`src/rtl/difftest_commit_queue.sv`:
```
// Multi-lane in-order commit staging FIFO feeding the difftest instruction-commit ports.
// Optional trap detection (instr 0x6b) is built when DIFFTEST_TRAP_EN is defined.
module difftest_commit_queue_chk #(
  parameter int NCH = 2
) (
  input logic           clock,
  input logic           reset,
  input logic [NCH-1:0] in_valid
);
  // producer lanes must be packed from lane 0 upward
  always @(posedge clock) begin
    if (!reset) begin
      assert ((in_valid & (in_valid + NCH'(1))) == '0)
        else $error("difftest_commit_queue: non-contiguous in_valid %b", in_valid);
    end
  end
endmodule

module difftest_commit_queue #(
  parameter int NCH     = 2,
  parameter int DEPTH   = 8,
  parameter int TIMEOUT = 5000
) (
  input  logic                    clock,
  input  logic                    reset,
  input  logic [NCH-1:0]          in_valid,
  input  logic [NCH*64-1:0]       in_pc,
  input  logic [NCH*32-1:0]       in_instr,
  input  logic [NCH-1:0]          in_wen,
  input  logic [NCH*8-1:0]        in_wdest,
  input  logic [NCH*64-1:0]       in_wdata,
  input  logic [NCH-1:0]          in_skip,
  output logic                    in_ready,
  input  logic                    drain_en,
  output logic [NCH-1:0]          out_valid,
  output logic [NCH*64-1:0]       out_pc,
  output logic [NCH*32-1:0]       out_instr,
  output logic [NCH-1:0]          out_wen,
  output logic [NCH*8-1:0]        out_wdest,
  output logic [NCH*64-1:0]       out_wdata,
  output logic [NCH-1:0]          out_skip,
  output logic [$clog2(DEPTH):0]  count,
  output logic [63:0]             instret,
  output logic [63:0]             cycle_cnt,
  output logic                    stall_flag
`ifdef DIFFTEST_TRAP_EN
  ,
  output logic                    trap_valid,
  output logic [63:0]             trap_pc,
  output logic [63:0]             trap_code,
  output logic [63:0]             trap_instret
`endif
);

  localparam int AW = $clog2(DEPTH);
  localparam int PW = AW + 1;
  localparam int WW = (TIMEOUT > 0) ? $clog2(TIMEOUT + 1) : 1;

  function automatic logic [PW-1:0] popcnt(input logic [NCH-1:0] v);
    logic [PW-1:0] c;
    c = '0;
    for (int i = 0; i < NCH; i++) c = c + PW'(v[i]);
    return c;
  endfunction

  logic [63:0] r_pc_mem    [DEPTH];
  logic [31:0] r_instr_mem [DEPTH];
  logic        r_wen_mem   [DEPTH];
  logic [7:0]  r_wdest_mem [DEPTH];
  logic [63:0] r_wdata_mem [DEPTH];
  logic        r_skip_mem  [DEPTH];

  logic [PW-1:0]     r_wptr, r_rptr, r_count;
  logic [63:0]       r_instret, r_cycle;
  logic [WW-1:0]     r_wd;
  logic              r_stall;
  logic [NCH-1:0]    r_out_valid, r_out_wen, r_out_skip;
  logic [NCH*64-1:0] r_out_pc, r_out_wdata;
  logic [NCH*32-1:0] r_out_instr;
  logic [NCH*8-1:0]  r_out_wdest;

  logic [PW-1:0] w_free, w_n, w_m, w_commit;
  logic          w_ready, w_push, w_drain;
  logic [AW-1:0] w_rd_idx [NCH];
  logic [AW-1:0] w_wr_idx [NCH];

`ifdef DIFFTEST_TRAP_EN
  logic          r_trap_valid;
  logic [63:0]   r_trap_pc, r_trap_code, r_trap_instret;
  logic          w_trap_hit;
  logic [PW-1:0] w_trap_lane;
  logic [63:0]   w_trap_pc, w_trap_code;
`endif

  // Push/pop sizing; in_ready uses the pre-pop occupancy so it never overcommits
  always_comb begin
    w_free  = PW'(DEPTH) - r_count;
    w_ready = (w_free >= PW'(NCH));
    w_push  = w_ready && (in_valid != '0);
    w_n     = w_push ? popcnt(in_valid) : '0;
`ifdef DIFFTEST_TRAP_EN
    w_drain = drain_en && !r_trap_valid;
`else
    w_drain = drain_en;
`endif
    if (!w_drain) begin
      w_m = '0;
    end else if (r_count < PW'(NCH)) begin
      w_m = r_count;
    end else begin
      w_m = PW'(NCH);
    end
    for (int i = 0; i < NCH; i++) begin
      w_rd_idx[i] = r_rptr[AW-1:0] + AW'(i);
      w_wr_idx[i] = r_wptr[AW-1:0] + AW'(i);
    end
  end

`ifdef DIFFTEST_TRAP_EN
  // Lowest popped lane holding the trap opcode truncates this cycle's commit group
  always_comb begin
    w_trap_hit  = 1'b0;
    w_trap_lane = '0;
    w_trap_pc   = 64'd0;
    w_trap_code = 64'd0;
    for (int i = NCH - 1; i >= 0; i--) begin
      if ((PW'(i) < w_m) && (r_instr_mem[w_rd_idx[i]] == 32'h0000_006b)) begin
        w_trap_hit  = 1'b1;
        w_trap_lane = PW'(i);
        w_trap_pc   = r_pc_mem[w_rd_idx[i]];
        w_trap_code = r_wdata_mem[w_rd_idx[i]];
      end else begin
        w_trap_hit  = w_trap_hit;
      end
    end
    w_commit = w_trap_hit ? (w_trap_lane + PW'(1)) : w_m;
  end

  // Sticky trap capture
  always_ff @(posedge clock or posedge reset) begin
    if (reset) begin
      r_trap_valid   <= 1'b0;
      r_trap_pc      <= 64'd0;
      r_trap_code    <= 64'd0;
      r_trap_instret <= 64'd0;
    end else if (w_trap_hit) begin
      r_trap_valid   <= 1'b1;
      r_trap_pc      <= w_trap_pc;
      r_trap_code    <= w_trap_code;
      r_trap_instret <= r_instret + 64'(w_commit);
    end
  end

  assign trap_valid   = r_trap_valid;
  assign trap_pc      = r_trap_pc;
  assign trap_code    = r_trap_code;
  assign trap_instret = r_trap_instret;
`else
  always_comb begin
    w_commit = w_m;
  end
`endif

  // Entry storage, written lane by lane in arrival order
  always_ff @(posedge clock) begin
    for (int i = 0; i < NCH; i++) begin
      if (w_push && in_valid[i]) begin
        r_pc_mem[w_wr_idx[i]]    <= in_pc[i*64 +: 64];
        r_instr_mem[w_wr_idx[i]] <= in_instr[i*32 +: 32];
        r_wen_mem[w_wr_idx[i]]   <= in_wen[i];
        r_wdest_mem[w_wr_idx[i]] <= in_wdest[i*8 +: 8];
        r_wdata_mem[w_wr_idx[i]] <= in_wdata[i*64 +: 64];
        r_skip_mem[w_wr_idx[i]]  <= in_skip[i];
      end
    end
  end

  // Pointers, counters, registered output lanes and watchdog
  always_ff @(posedge clock or posedge reset) begin
    if (reset) begin
      r_wptr      <= '0;
      r_rptr      <= '0;
      r_count     <= '0;
      r_instret   <= 64'd0;
      r_cycle     <= 64'd0;
      r_wd        <= '0;
      r_stall     <= 1'b0;
      r_out_valid <= '0;
      r_out_pc    <= '0;
      r_out_instr <= '0;
      r_out_wen   <= '0;
      r_out_wdest <= '0;
      r_out_wdata <= '0;
      r_out_skip  <= '0;
    end else begin
      r_wptr    <= r_wptr + w_n;
      r_rptr    <= r_rptr + w_m;
      r_count   <= r_count + w_n - w_m;
      r_instret <= r_instret + 64'(w_commit);
      r_cycle   <= r_cycle + 64'd1;
      for (int i = 0; i < NCH; i++) begin
        r_out_valid[i] <= (PW'(i) < w_commit);
        // idle lanes keep their last payload
        if (PW'(i) < w_commit) begin
          r_out_pc[i*64 +: 64]    <= r_pc_mem[w_rd_idx[i]];
          r_out_instr[i*32 +: 32] <= r_instr_mem[w_rd_idx[i]];
          r_out_wen[i]            <= r_wen_mem[w_rd_idx[i]];
          r_out_wdest[i*8 +: 8]   <= r_wdest_mem[w_rd_idx[i]];
          r_out_wdata[i*64 +: 64] <= r_wdata_mem[w_rd_idx[i]];
          r_out_skip[i]           <= r_skip_mem[w_rd_idx[i]];
        end
      end
      if (w_m != '0) begin
        r_wd <= '0;
      end else if (r_wd != WW'(TIMEOUT)) begin
        r_wd <= r_wd + WW'(1);
      end
      if ((TIMEOUT != 0) && (w_m == '0) && (r_wd == WW'(TIMEOUT - 1))) begin
        r_stall <= 1'b1;
      end
    end
  end

  difftest_commit_queue_chk #(.NCH(NCH)) u_chk (
    .clock    (clock),
    .reset    (reset),
    .in_valid (in_valid)
  );

  assign in_ready   = w_ready;
  assign out_valid  = r_out_valid;
  assign out_pc     = r_out_pc;
  assign out_instr  = r_out_instr;
  assign out_wen    = r_out_wen;
  assign out_wdest  = r_out_wdest;
  assign out_wdata  = r_out_wdata;
  assign out_skip   = r_out_skip;
  assign count      = r_count;
  assign instret    = r_instret;
  assign cycle_cnt  = r_cycle;
  assign stall_flag = r_stall;

endmodule

```
`config.mk`:
```
export PLATFORM = sky130hd
export DESIGN_NAME = difftest_commit_queue
export DESIGN_NICKNAME = d
export VERILOG_FILES = /design/src/rtl/difftest_commit_queue.sv
export SDC_FILE = /design/constraint.sdc
export NUM_CORES = 2
export LEC_CHECK = 0
export CORE_ASPECT_RATIO = 1.2
export CORE_UTILIZATION = 50
export DETAILED_ROUTE_END_ITERATION = 10
export DONT_BUFFER_PORTS = 1
export GPL_ROUTABILITY_DRIVEN = 1
export GPL_TIMING_DRIVEN = 0
export SYNTH_ARGS = -nofsm -noshare
export SYNTH_HDL_FRONTEND = slang
export SYNTH_SLANG_ARGS = --single-unit
```
`constraint.sdc`:
```
create_clock -name clock -period 24 [get_ports clock]
set_clock_uncertainty 0.2 [all_clocks]
set_input_delay 6 -clock clock [delete_from_list [all_inputs] [get_ports clock]]
set_output_delay 6 -clock clock [all_outputs]
set_load 0.02 [all_outputs]
```
==> run metrics <==
run status finished, final reports clean; final net count 6,574; mean instance size in the synthesized netlist 16.2 um^2; power per unit of standard cell area 143 nW/um^2; detailed-routing iteration count for the pre-antenna-repair pass 5; worst setup path startpoint drain_en; average wire length per cell after detail routing 37.5 um; Worst Reg2Reg Path Length in Cells 13; met2 routed WL 160,000 um; RR Startpoint count[3]$_DFF_PP0_; startpoint of the tightest hold check path r_wd[12]$_DFFE_PP0P_; cells resized by post-CTS repair 0; CP endpoint kind flip-flop; clock latency at the later pin of the worst-skew pair 0.85 ns; most used standard cells in the synthesized netlist 1,360 x sky130_fd_sc_hd__edfxtp_1, 1,316 x sky130_fd_sc_hd__mux2_2, 680 x sky130_fd_sc_hd__mux4_2, 494 x sky130_fd_sc_hd__dfrtp_1, 403 x sky130_fd_sc_hd__nand2_1; drc violations 0; max-slew headroom at the worst pin 0.0316; largest fanout on the critical path 11; Seq. cell area 53,200 um^2; cells taking the most area after synthesis sky130_fd_sc_hd__edfxtp_1 43%, sky130_fd_sc_hd__mux4_2 16%, sky130_fd_sc_hd__mux2_2 15%, sky130_fd_sc_hd__dfrtp_1 13%, sky130_fd_sc_hd__mux2i_1 3.6%; top routing layer used met5; Vias per Instance 6.58; sequential area share after synthesis 0.556; largest stage delay on the critical path 0.72 ns; clock-pin transition on the worst setup and hold timing paths 0.06 ns; cell count after synthesis 5,901; unrepaired setup endpoints after global routing false; cell-by-cell listing of the critical path nand2_2 > clkbuf_2 > clkbuf_2 > clkbuf_1 > inv_1 > ha_1 > a21oi_1 > o22ai_1 > nand4_1 > clkbuf_1 > nor3_1 > xnor2_1; Required @ worst endpoint 24.57 ns; most frequent cell after synthesis sky130_fd_sc_hd__edfxtp_1; Hold Path Stages 2; number of global-route vias before repair 60.4k; level count of the clock H-tree 4; buffering stage count on the worst path with inverters included 5; number of CTS-inserted buffers 196; fraction of synthesized cell area taken by the top area cell type 0.427; chip height 481 um; multi-input gate area in the final layout 40,600 um^2; Max Buffers Root-to-Sink 3; critical path depth 12; residual antenna-violating net count after detailed routing 0; Total Die Area 193,000 um^2; portion of the clock cycle consumed by the worst path in the final layout 0.440; detailed-route wire length 332,000 um; yosys warns 0; signed area change from the synthesized netlist to the final layout 12.4%; Sink Count 1,854; final-layout fill cell count 15.1k; number of input and output port buffers inserted 0; min cycle time layout 10.56 ns; hold violation total from the final report 0; starting DRC count in detailed routing 5,982; Final Setup Violations 0; Final Core Density 0.567; crit path launch type primary input; Total GRT Usage 0.343; residual overflow from global routing 0; GPL Wtd Cong 0.859; hold_buf cts 0; placed wire-length estimate after detailed placement 235,000 um; effective utilization at floorplan 0.504; combined area of all synthesized cells 95,700 um^2; library cell used as clock root buffer sky130_fd_sc_hd__clkbuf_16; kind of cell with the highest combined delay on the critical path buffers and inverters; top_reg_cell synth sky130_fd_sc_hd__edfxtp_1; FFs w/ async S/R, synth 0.266; IO Count 821; TritonCTS clock tree yes; worst vdd ir 0.0827 mV; count of flip-flops with a built-in enable after synthesis 1,360; sum of negative setup slack 0 ns; largest net degree at the start of global routing 121; number of flip-flops and latches in the synthesized netlist 1,854; kind of path behind the tightest hold check flip-flop to flip-flop; distinct cell type count of the synthesized netlist 51; Yosys top cell by area sky130_fd_sc_hd__edfxtp_1; detailed-route via count 58.3k; Tightest Pin Transition 1.45 ns; fraction of layout cells with a size suffix above 1 0.408; chip width 401 um; critical path arrival 11.14 ns; Final Max Slew Viols 0; register-to-register setup slack 17.41 ns; post-CTS setup repair buffer count 0; Achievable Freq 0.0947 GHz; total number of placement rows 175; routed length on met1 120,000 um; DR WL met3 42,600 um; classification of the worst setup path primary input to flip-flop; antenna violations before repair 18; wire length of the first global-routing pass 464,000 um; Setup Slack @ Placement 12.68 ns; core region area 190,000 um^2; library cell contributing the largest single delay on the critical path sky130_fd_sc_hd__clkbuf_1; leakage power of the design 0.0378 uW; worst setup margin 13.44 ns; number of max-cap violations 0
-- metal layers --
metal,vias up,GRT usage
li1,24100,-
met1,31000,0.407
met2,2686,0.557
met3,469,0.154
met4,4,0.106
met5,-,0
-- through the flow --
step | cell area (um^2) | instances | hold WS, ns | power [uW]
after detailed placement | 101000 | 8482 | 0.336 | 12400
final | 108000 | 8857 | 0.345 | 15400
after CTS | 108000 | 8851 | 0.350 | 15500
after global routing | 108000 | 8854 | 0.379 | 16000
after global placement | 98800 | 8380 | 0.319 | 12700
after floorplan | 95700 | 5902 | 0.298 | 9830
-- flip-flops by register name (all words and copies together), names as in the netlist, 2 cells and up --
register and count:
r_wptr 3, r_wdest_mem 64, r_rptr 3, out_skip 2
instret 64, out_wen 2, out_instr 64, out_pc 128
r_wd 13, out_valid 2, r_wen_mem 8, out_wdata 128
r_instr_mem 256, r_pc_mem 512, cycle_cnt 64, r_skip_mem 8
r_wdata_mem 512, count 4, out_wdest 16
-- path summary, 6_finish.rpt --
check                                            end
setup / recovery               instret[59]$_DFF_PP0_
hold / removal                  r_wd[12]$_DFFE_PP0P_
setup reg to reg               instret[59]$_DFF_PP0_
hold reg to reg                 r_wd[12]$_DFFE_PP0P_
max in group asynchronous  out_wdata[79]$_DFFE_PP0N_
min in group asynchronous     out_pc[93]$_DFFE_PP0N_
-- cell usage in the layout (no fill, tap or decap), types with 5 or more instances in the layout --
master | synthesis | routed
sky130_fd_sc_hd__edfxtp_1 | 1360 | 1360
sky130_fd_sc_hd__mux2_2 | 1316 | 1316
sky130_fd_sc_hd__mux4_2 | 680 | 680
sky130_fd_sc_hd__dfrtp_1 | 494 | 494
sky130_fd_sc_hd__nand2_1 | 403 | 402
sky130_fd_sc_hd__o21ai_0 | 344 | 343
sky130_fd_sc_hd__mux2i_1 | 341 | 341
sky130_fd_sc_hd__clkbuf_16 | 0 | 205
sky130_fd_sc_hd__clkbuf_1 | 155 | 192
sky130_fd_sc_hd__buf_2 | 153 | 158
sky130_fd_sc_hd__buf_1 | 102 | 97
sky130_fd_sc_hd__xor2_1 | 71 | 71
sky130_fd_sc_hd__xnor2_1 | 70 | 70
sky130_fd_sc_hd__nor2_1 | 60 | 59
sky130_fd_sc_hd__nand3_1 | 51 | 51
sky130_fd_sc_hd__buf_12 | 0 | 50
sky130_fd_sc_hd__inv_1 | 45 | 44
sky130_fd_sc_hd__mux2_1 | 44 | 44
sky130_fd_sc_hd__clkinv_2 | 0 | 44
sky130_fd_sc_hd__buf_16 | 0 | 41
sky130_fd_sc_hd__nand4_1 | 35 | 35
sky130_fd_sc_hd__nor3_1 | 33 | 33
sky130_fd_sc_hd__nor4_1 | 27 | 27
sky130_fd_sc_hd__clkinv_1 | 0 | 24
sky130_fd_sc_hd__ha_1 | 20 | 20
sky130_fd_sc_hd__clkbuf_8 | 0 | 19
sky130_fd_sc_hd__buf_8 | 0 | 13
sky130_fd_sc_hd__buf_4 | 11 | 11
sky130_fd_sc_hd__clkbuf_2 | 0 | 9
sky130_fd_sc_hd__and3_1 | 8 | 8
sky130_fd_sc_hd__a21oi_1 | 11 | 8
sky130_fd_sc_hd__inv_6 | 0 | 8
sky130_fd_sc_hd__or3_1 | 7 | 7
sky130_fd_sc_hd__nand2b_1 | 7 | 7
sky130_fd_sc_hd__clkinvlp_4 | 0 | 7
sky130_fd_sc_hd__bufinv_16 | 0 | 7
sky130_fd_sc_hd__and2_1 | 5 | 5
sky130_fd_sc_hd__fa_1 | 5 | 5
-- worst min-delay path: cells and delay by family (launching register included) --
kind	cells	cell delay, ns
DFF	1	0.35
and+or+nand+nor	1	0.08
xor gates and xnor gates	1	0.07
-- power breakdown --
group | internal (uW) | switching [uW]
logic | 2950 | 3820
clock network | 1700 | 1320
registers | 4600 | 1020
-- cell type report --
| cell class | count | area share |
|---|---|---|
| clock inverter | 97 | 0.00671 |
| inverter | 45 | 0.00164 |
| multi-input combinational | 3582 | 0.378 |
| clock buffer | 272 | 0.0519 |
| timing repair buffer | 104 | 0.0216 |
| tap | 2478 | 0.0288 |
| buffer | 421 | 0.0170 |
| sequential | 1854 | 0.495 |
| antenna | 4 | 0.0000931 |
-- logic make-up after synthesis --
logic type / share of synthesized area
xor gates and xnor gates: 0.0129
muxes: 0.356
AOI/OAI and AO/OA: 0.0196
adders and majority gates: 0.00366
DFF: 0.556
buffers and inverters: 0.0207
other: 0.0000785
and+or+nand+nor: 0.0311
(Power assumes the default switching activity.)
